`config.mk`:
```
export PLATFORM = sky130hd
export DESIGN_NAME = ads1115_scan_sequencer
export DESIGN_NICKNAME = d
export VERILOG_FILES = /design/src/rtl/ads1115_scan_sequencer.sv
export SDC_FILE = /design/constraint.sdc
export NUM_CORES = 1
export LEC_CHECK = 0
export BUFFER_PORTS_ARGS = -buffer_cell sky130_fd_sc_hd__buf_2
export CAP_MARGIN = 25
export CORE_UTILIZATION = 40
export DETAILED_ROUTE_END_ITERATION = 7
export GPL_TIMING_DRIVEN = 0
export HOLD_SLACK_MARGIN = 0.02
export PLACE_DENSITY = 0.71
export SLEW_MARGIN = 20
export SYNTH_ARGS = -nofsm -noshare
export SYNTH_HDL_FRONTEND = slang
export SYNTH_SLANG_ARGS = --single-unit
export TNS_END_PERCENT = 50
```
`constraint.sdc`:
```
create_clock -name clk -period 3.1 [get_ports clk]
set_clock_uncertainty 0.15 [all_clocks]
set_input_delay 0.155 -clock clk [delete_from_list [all_inputs] [get_ports clk]]
set_output_delay 0.155 -clock clk [all_outputs]
set_load 0.1 [all_outputs]
```
`src/rtl/ads1115_scan_sequencer.sv`:
```
// ADS1115 single-shot scan sequencer: drives an I2C transaction engine round-robin over AIN0..AIN3.
// Build option ADS1115_ALERT_RDY_EN: threshold setup plus ALERT/RDY pin completion instead of OS polling.
module ads1115_scan_sequencer #(
  parameter logic [6:0]  DEV_ADDR   = 7'h48,
  parameter logic [2:0]  PGA        = 3'b001,
  parameter logic [2:0]  DR         = 3'b100,
  parameter logic [3:0]  CH_MASK    = 4'b1111,
  parameter logic [15:0] POLL_LIMIT = 16'd1000
) (
  input  logic        clk,
  input  logic        rst_n,
  input  logic        enable,
`ifdef ADS1115_ALERT_RDY_EN
  input  logic        alert_rdy_n,
`endif
  output logic        cmd_valid,
  input  logic        cmd_ready,
  output logic [6:0]  cmd_addr,
  output logic        cmd_rw,
  output logic [7:0]  cmd_reg,
  output logic [15:0] cmd_wdata,
  output logic        cmd_only_register,
  input  logic        i2c_done,
  input  logic        i2c_nack,
  input  logic [15:0] i2c_rdata,
  output logic        sample_valid,
  output logic [1:0]  sample_ch,
  output logic [15:0] sample_data,
  output logic        busy,
  output logic        error,
  output logic [1:0]  error_code
);

  // state    | meaning
  // IDLE     | waiting for enable
  // SEL_CH   | choose next enabled channel
  // WR_HI    | write Hi_thresh = 0x8000 (alert build, first pass only)
  // WR_LO    | write Lo_thresh = 0x0000 (alert build, first pass only)
  // WR_CFG   | write config word, starts a single-shot conversion
  // PTR_CFG  | point at config register
  // RD_CFG   | read config, poll OS bit
  // WAIT_RDY | wait for ALERT/RDY falling edge (alert build)
  // PTR_CONV | point at conversion register
  // RD_CONV  | read conversion result
  // PUBLISH  | one-cycle sample_valid
  // ERROR    | sticky fault until enable drops
  typedef enum logic [3:0] {
    S_IDLE, S_SEL_CH, S_WR_HI, S_WR_LO, S_WR_CFG, S_PTR_CFG, S_RD_CFG,
    S_WAIT_RDY, S_PTR_CONV, S_RD_CONV, S_PUBLISH, S_ERROR
  } state_t;

`ifdef ADS1115_ALERT_RDY_EN
  localparam logic [4:0] CFG_TAIL = 5'b00000;
`else
  localparam logic [4:0] CFG_TAIL = 5'b00011;
`endif

  state_t      state_q, state_d;
  logic        pending_q, first_q, is_cmd, done;
  logic [1:0]  ch_q, ch_pick, err_q, err_d;
  logic [15:0] poll_q, data_q;

  // First set mask bit strictly after 'last', wrapping 3->0.
  function automatic logic [1:0] next_ch(input logic [1:0] last);
    logic [1:0] pick;
    logic [1:0] c;
    pick = last;
    for (int i = 4; i >= 1; i--) begin
      c = last + 2'(i);
      if (CH_MASK[c]) pick = c;
    end
    return pick;
  endfunction

  assign ch_pick = next_ch(first_q ? 2'd3 : ch_q);
  assign done    = pending_q & i2c_done;
  assign is_cmd  = state_q inside {S_WR_HI, S_WR_LO, S_WR_CFG, S_PTR_CFG, S_RD_CFG, S_PTR_CONV, S_RD_CONV};

`ifdef ADS1115_ALERT_RDY_EN
  logic [2:0] rdy_sync_q;
  logic       rdy_fall;
  always_ff @(posedge clk or negedge rst_n) begin
    if (!rst_n) rdy_sync_q <= 3'b111;
    else        rdy_sync_q <= {rdy_sync_q[1:0], alert_rdy_n};
  end
  assign rdy_fall = rdy_sync_q[2] & ~rdy_sync_q[1];
`endif

  always_ff @(posedge clk or negedge rst_n) begin
    if (!rst_n) state_q <= S_IDLE;
    else        state_q <= state_d;
  end

  always_comb begin
    state_d = state_q;
    err_d   = err_q;
    case (state_q)
      S_IDLE:     if (enable && CH_MASK != 4'b0000) state_d = S_SEL_CH;
`ifdef ADS1115_ALERT_RDY_EN
      S_SEL_CH:   state_d = !enable ? S_IDLE : (first_q ? S_WR_HI : S_WR_CFG);
      S_WR_HI:    if (done) state_d = enable ? S_WR_LO : S_IDLE;
      S_WR_LO:    if (done) state_d = enable ? S_WR_CFG : S_IDLE;
      S_WR_CFG:   if (done) state_d = enable ? S_WAIT_RDY : S_IDLE;
      S_WAIT_RDY: begin
        if (!enable) state_d = S_IDLE;
        else if (rdy_fall) state_d = S_PTR_CONV;
        else if (poll_q >= POLL_LIMIT) begin
          state_d = S_ERROR;
          err_d   = 2'b10;
        end
      end
`else
      S_SEL_CH:   state_d = enable ? S_WR_CFG : S_IDLE;
      S_WR_CFG:   if (done) state_d = enable ? S_PTR_CFG : S_IDLE;
`endif
      S_PTR_CFG:  if (done) state_d = enable ? S_RD_CFG : S_IDLE;
      S_RD_CFG: begin
        if (done) begin
          if (!enable) state_d = S_IDLE;
          else if (i2c_rdata[15]) state_d = S_PTR_CONV;
          else if ({1'b0, poll_q} + 17'd1 >= {1'b0, POLL_LIMIT}) begin
            state_d = S_ERROR;
            err_d   = 2'b10;
          end
        end
      end
      S_PTR_CONV: if (done) state_d = enable ? S_RD_CONV : S_IDLE;
      S_RD_CONV:  if (done) state_d = S_PUBLISH;
      S_PUBLISH:  state_d = enable ? S_SEL_CH : S_IDLE;
      S_ERROR: begin
        if (!enable) begin
          state_d = S_IDLE;
          err_d   = 2'b00;
        end
      end
      default:    state_d = S_IDLE;
    endcase
    if (done && i2c_nack) begin
      state_d = S_ERROR;
      err_d   = 2'b01;
    end
  end

  always_ff @(posedge clk or negedge rst_n) begin
    if (!rst_n) begin
      pending_q <= 1'b0;
      first_q   <= 1'b1;
      ch_q      <= 2'd0;
      poll_q    <= 16'd0;
      data_q    <= 16'd0;
      err_q     <= 2'b00;
    end else begin
      err_q <= err_d;
      if (cmd_valid && cmd_ready) pending_q <= 1'b1;
      else if (i2c_done)          pending_q <= 1'b0;
      if (state_q == S_IDLE) first_q <= 1'b1;
      else if (state_q == S_SEL_CH) begin
        first_q <= 1'b0;
        ch_q    <= ch_pick;
      end
      // Poll counter lives only while waiting for conversion completion.
      if (state_d != S_RD_CFG && state_d != S_WAIT_RDY) poll_q <= 16'd0;
      else if ((state_q == S_RD_CFG && done) || state_q == S_WAIT_RDY) poll_q <= poll_q + 16'd1;
      if (state_q == S_RD_CONV && done && !i2c_nack) data_q <= i2c_rdata;
    end
  end

  always_comb begin
    cmd_valid         = is_cmd & ~pending_q;
    cmd_addr          = DEV_ADDR;
    cmd_rw            = 1'b0;
    cmd_reg           = 8'h00;
    cmd_wdata         = 16'h0000;
    cmd_only_register = 1'b0;
    case (state_q)
      S_WR_HI: begin
        cmd_reg   = 8'h03;
        cmd_wdata = 16'h8000;
      end
      S_WR_LO:  cmd_reg = 8'h02;
      S_WR_CFG: begin
        cmd_reg   = 8'h01;
        cmd_wdata = {2'b11, ch_q, PGA, 1'b1, DR, CFG_TAIL};
      end
      S_PTR_CFG: begin
        cmd_reg           = 8'h01;
        cmd_only_register = 1'b1;
      end
      S_RD_CFG: begin
        cmd_reg = 8'h01;
        cmd_rw  = 1'b1;
      end
      S_PTR_CONV: cmd_only_register = 1'b1;
      S_RD_CONV:  cmd_rw = 1'b1;
      default: ;
    endcase
    sample_valid = (state_q == S_PUBLISH);
    sample_ch    = ch_q;
    sample_data  = data_q;
    busy         = (state_q != S_IDLE);
    error        = (state_q == S_ERROR);
    error_code   = err_q;
  end

endmodule

```
# After elaboration in Yosys (flattened, before gate mapping)

Cells that the tools add are included.
W data, S select, Z words.

$add $sub $neg: 5
Order comparisons: 4
Equality and inequality tests: 18
Mux-type cells: 44
Bitwise logic cells: 4
Reduce and logical (&&, ||, !) cells: 20

Operators by type and width:

| cell                    | count |
|---|---|
| $mux W4                 | 12 |
| $pmux W4 S9             | 1 |
| $mux W16                | 2 |
| $pmux W16 S2            | 1 |
| $mux W2                 | 10 |
| $add A16 B1 Y17 const B | 1 |
| $ge A17 B10 Y1 const B  | 1 |
| $add A16 B1 Y16 const B | 1 |
| $eq A4 B3 Y1 const B    | 4 |
| $eq A4 B4 Y1 const B    | 4 |
| $ne A3 B2 Y1 const B    | 4 |
| $mux W1                 | 10 |
| $lt A2 B3 Y1 const B    | 3 |
| $mux W3                 | 3 |
| $eq A4 B2 Y1 const B    | 2 |
| $ne A4 B3 Y1 const B    | 2 |
| $reduce_bool A7 Y1      | 1 |
| $bmux W1 S2             | 3 |
| $logic_and A1 B1 Y1     | 6 |
| $pmux W2 S3             | 1 |
| $reduce_and A6 Y1       | 1 |
| $reduce_bool A2 Y1      | 3 |
| $add A2 B2 Y2 const B   | 2 |
| $eq A4 B1 Y1 const B    | 1 |
| other kinds (13)        | 16 |

Bits in registers: 42
Input port bits: 22
Output and inout port bits: 57
Logic and storage cells: 102

# Longest topological paths before layout

Depth after elaboration: 11
Mapped depth: 9
Gate-level depth less buffers: 7

# Least setup slack after synthesis

Ideal clock, no wire load.

Path kind: flip-flop to flip-flop
Start: register state_q[3]
End: register pending_q
Library setup time: 0.093 ns
Data arrival time: 5.890 ns
Data required time: 2.857 ns
Slack: -3.033 ns
Cell stages (with the launch flop): 6
Path buffers: 1
Clock period less this slack: 6.133 ns
Path through: dfrtp_1 clkbuf_1 nor3_1 a2111oi_0 nand2_1 o21ai_0

Cells in the longest elaborated chain, start to end: 5
Elaborated cells on any way between the ends: 12
Those cells by class: 7 x eq/ne; 1 x mux; 1 x bitwise; 3 x reduce/logical

Ends and longest elaborated chain:

| element                                              | line | text |
|---|---|---|
| start, declared                                      | 58   | `state_t state_q, state_d;` |
| start signal, assigned                               | 91   | `else state_q <= state_d;` |
| $eq A4 B2 Y1, or another cell as far along           | 77   | `assign is_cmd = state_q inside {S_WR_HI, S_WR_LO, S_WR_CFG, S_PTR_CFG, S_RD_CFG, S_PTR_CONV, S_RD_CONV};` |
| $reduce_bool A7 Y1 *                                 | 77   |  |
| $and A1 B1 Y1 *                                      | 169  | `cmd_valid = is_cmd & ~pending_q;` |
| net cmd_valid                                        | 16   | `output logic cmd_valid,` |
| $logic_and A1 B1 Y1 *                                | 154  | `if (cmd_valid && cmd_ready) pending_q <= 1'b1;` |
| $mux W1 / $reduce_bool A2 Y1 (equally long branches) | n/a  |  |
| end signal, assigned                                 | 146  | `pending_q <= 1'b0;` |
| end signal, assigned                                 | 154  |  |
| end signal, assigned                                 | 155  | `else if (i2c_done) pending_q <= 1'b0;` |
| end, declared                                        | 59   | `logic pending_q, first_q, is_cmd, done;` |

The timed path passes the listed nets; every way through them passes the cells marked *.
A chain may end at the register's enable or synchronous reset.

# Worst setup path in the final report

Start: register poll_q[0]
End: register poll_q[15]

Cells in the longest elaborated chain, start to end: 11
Elaborated cells on any way between the ends: 15
Those cells by class: 2 x add/sub; 1 x order compare; 2 x eq/ne; 8 x mux; 2 x reduce/logical

Ends and longest elaborated chain:

| element                                               | line | text |
|---|---|---|
| start, declared                                       | 61   | `logic [15:0] poll_q, data_q;` |
| start signal, assigned                                | 163  | `else if ((state_q == S_RD_CFG && done) \|\| state_q == S_WAIT_RDY) poll_q <= poll_q + 16'd1;` |
| $add A16 B1 Y17                                       | 121  | `else if ({1'b0, poll_q} + 17'd1 >= {1'b0, POLL_LIMIT}) begin` |
| $ge A17 B10 Y1                                        | 121  |  |
| $mux W4                                               | 121  |  |
| $mux W4                                               | 120  | `else if (i2c_rdata[15]) state_d = S_PTR_CONV;` |
| $mux W4                                               | 119  | `if (!enable) state_d = S_IDLE;` |
| $mux W4                                               | 118  | `if (done) begin` |
| $pmux W4 S9                                           | 97   | `case (state_q)` |
| $mux W4                                               | 138  | `if (done && i2c_nack) begin` |
| $ne A4 B3 Y1                                          | 162  | `if (state_d != S_RD_CFG && state_d != S_WAIT_RDY) poll_q <= 16'd0;` |
| $logic_and A1 B1 Y1                                   | 162  |  |
| $mux W16 / $reduce_bool A2 Y1 (equally long branches) | n/a  |  |

Parallel ways exist; a longest one is shown, timed or not. The select of a mux whose other input is x is not followed.

==> results.py <==
metrics = {
    "status": {
        "status": "finished, final reports clean",
    },
    "sta": {
        "fmax_mhz": 344,
        "min_period_ps": 2910,
        "tightest_slew_ps": 864,
        "rsz0062_at_grt": "no",
        "maxSlewViolCount": 0,
        "fin_crit_sh_pct": 93.9,
        "tns_ps": 0,
        "slew_headroom_pct": 42.0,
        "hold_viol": 0,
        "setup_viol": 0,
    },
    "cells_and_area": {
        "area_growth_syn_to_layout_pct": 28.6,
        "final_core_util_pct": 54.2,
        "diodes": 0,
        "drive_gt1_share_pct": 36.8,
        "fin_area_sq_mm": 0.00352,
        "nNetsFinal": 412,
    },
    "clock_tree": {
        "numCtsBuffers": 5,
        "clk_latency_ps": 310,
        "cts_tree": "done",
        "cts-htree-levels": 2,
        "clock_path_buffers": 2,
        "cts_sinks": 42,
        "cts.clk_slew.worst_paths_ps": 90,
        "ctsRootBufferMaster": "clkbuf_8",
    },
    "floorplan": {
        "num_io_pins": 79,
        "die_area_sq_mm": 0.00718,
        "die_x_microns": 84.7,
        "rows": 29,
        "coreArea_sq_mm": 0.00649,
        "dieHeight_microns": 84.7,
        "start_util_pct": 42.2,
    },
    "power": {
        "p_leak_nw": 1.71,
        "p_total_mw": 3.24,
        "power_density_mw_per_mm2": 919,
        "ir_drop_v": 0.000965,
    },
    "yosys": {
        "synth_edf_count": 0,
        "synth.distinct_cells": 58,
        "async_flop_share_pct": 100,
        "synth-main-ff-cell": "dfrtp_1",
        "netlist_area_sq_mm": 0.00274,
        "synth_seq_area_share_pct": 38.4,
        "ys_ff_latch": 42,
        "syn-instance-count": 285,
        "yosysWarningCount": 0,
        "post_synth.cell_area_avg_sq_um": 9.61,
    },
    "route": {
        "routed_via_density": 5.17,
        "ant_nets": 0,
        "drc": 0,
        "drtIter0Drc": 172,
        "wl_per_cell_microns": 13.3,
        "drt_pass1_iterations": 6,
        "wl_mm": 6.18,
        "vias": 2408,
    },
    "hold_path": {
        "min_path_type": "input port to flip-flop",
        "holdPathStages": 3,
    },
    "grt": {
        "grt_overflow": 0,
        "antenna_found_initial": 0,
        "grt_max_degree": 43,
        "grt_usage_pct": 18.2,
        "first_global_vias": 2276,
        "grt_pass1_wl_mm": 10.6,
    },
    "critical_path": {
        "critical_path_depth": 9,
        "start_kind": "flip-flop",
        "worstPathArrival_ps": 2980,
        "crit_buf_inv": 2,
        "path_class": "flip-flop to flip-flop",
        "end_kind": "flip-flop",
        "critical_path_required_ps": 3170,
        "worstPathMaxFanout": 10,
        "crit_chain": "ha_1 > buf_2 > nand4_1 > nor4_2 > mux2_2 > a2111oi_4 > a21oi_4 > buf_6 > nor3_2",
        "crit_path_top_delay_cell": "dfrtp_1",
        "cpPeakStageDelay_ps": 460,
        "cp_top_family": "simple AND/OR/NAND/NOR gates",
        "reg2regPathDepth": 9,
    },
    "placement": {
        "gp_congestion": 0.929,
        "placed_cell_area_sq_mm": 0.00322,
        "port_buffers": 58,
        "dpl.hpwl_mm": 4.27,
    },
    "job": {
        "drv_cap": 0,
    },
}
-- worst min-delay path, delay by kind of cell --
| family | cells | cell delay (ps) |
|---|---|---|
| AOI/OAI and AO/OA | 2 | 150 |
| buffers and inverters | 1 | 160 |
-- cells by family after synthesis --
family                     count (synthesis)  synth area share [%]
muxes                                     22                  8.82
buffers and inverters                     48                  10.8
xor gates and xnor gates                  17                  5.44
adders and majority gates                  2                 0.914
DFF                                       42                  38.4
and+or+nand+nor                          112                  23.9
other                                      2                 0.274
AOI/OAI and AO/OA                         40                  11.5
-- cell usage after synthesis (3+ instances only) --
cell type  instances  area [sq um]
xnor2_1           11          96.3
o21ai_0            7          35.0
inv_1              9          33.8
buf_4             26           195
xor2_1             6          52.6
nor4_1             3          18.8
clkbuf_1           4          15.0
nand4_1            7          43.8
mux2_2            17           191
a21oi_1           10          50.1
nor3_2            10           100
mux2i_1            5          50.1
nand2b_1           5          31.3
nand2_1           19          71.3
nor3_1            16          80.1
and3_1             5          31.3
nor2_1            17          63.8
nand3_1           11          55.1
buf_2              8          40.0
dfrtp_1           41          1030
nor2b_1            3          18.8
-- final cells by class --
cell class,count,area (sq um)
Inverter,9,33.8
Buffer,39,262
Tap cell,77,96.3
Sequential cell,42,1050
Fill cell,565,2970
Clock buffer,5,68.8
Timing Repair Buffer,78,490
Clock inverter,3,28.8
Multi-Input combinational cell,213,1490
-- layer usage --
metal  up-vias  part of all wire, %  global-route usage, %
met5         -                    0                      0
li1       1170                    -                      -
met1      1140                   45                   24.2
met3        12                  5.9                   4.13
met2        86                   47                   29.3
met4         0                  1.7                   6.78
-- layout by cell type, fill, tap and decap left out, drive strengths merged, types with 2 or more instances in the layout --
| cell | netlist | routed |
|---|---|---|
| conb | 2 | 20 |
| a311oi | 2 | 2 |
| nor3 | 26 | 26 |
| nand4 | 8 | 8 |
| nand4b | 2 | 2 |
| dfrtp | 41 | 41 |
| nor2 | 18 | 18 |
| a21oi | 11 | 11 |
| nor2b | 3 | 3 |
| nand4bb | 2 | 2 |
| o211ai | 2 | 2 |
| mux2 | 17 | 17 |
| xnor2 | 11 | 11 |
| o21ai | 9 | 9 |
| clkbuf | 4 | 9 |
| mux2i | 5 | 5 |
| nand3 | 12 | 12 |
| ha | 2 | 2 |
| dlygate4sd3 | 0 | 19 |
| buf | 35 | 94 |
| nor4 | 4 | 4 |
| nand2b | 5 | 5 |
| nand2 | 19 | 19 |
| o21a | 2 | 2 |
| and3 | 5 | 5 |
| and2 | 3 | 3 |
| inv | 9 | 11 |
| a2111oi | 2 | 2 |
| o41ai | 2 | 2 |
| xor2 | 6 | 6 |
-- where the power goes --
| group | leakage, nW | switching (mW) | internal (mW) |
|---|---|---|---|
| Clock | 0.0506 | 0.220 | 0.169 |
| Combinational | 1.09 | 1.69 | 0.389 |
| Sequential | 0.568 | 0.0890 | 0.682 |
-- final timing paths --
kind / from / endpoint / slack (ps)
min reg2reg: sample_data[14] / sample_data[14] / 360
max reg2reg: poll_q[0] / poll_q[15] / 190
min: enable / state_q[0] / 50
max in group asynchronous: rst_n / first_q / 2200
min in group asynchronous: rst_n / poll_q[12] / 200
max: poll_q[0] / poll_q[15] / 190
-- registers in the layout, indices dropped and copies added, names as in the netlist --
register     cells
state_q          4
pending_q        1
first_q          1
error_code       2
sample_ch        2
poll_q          16
sample_data     16
-- per-stage QoR --
| step | hold slack, ps | worst slack [ps] | instances |
|---|---|---|---|
| 6_report | 53.0 | 189 | 466 |
| 4_1_cts | 32.7 | 98.2 | 465 |
| 3_5_place_dp | 205 | 99.0 | 438 |
| 5_1_grt | 70.5 | 48.8 | 466 |
| 3_3_place_gp | 212 | 170 | 438 |
| 2_1_floorplan | -291 | 16.5 | 303 |
-- what timing repair did --
| action | 4_1_cts | 5_1_grt |
|---|---|---|
| hold buffers | 19 | 0 |
| endpoints found under the hold margin | 58 | 0 |
| gates resized for setup | 0 | 1 |
| endpoints found under the setup margin | 0 | 12 |
| setup buffers | 0 | 1 |
No activity file was read; power rests on OpenSTA's default activity.
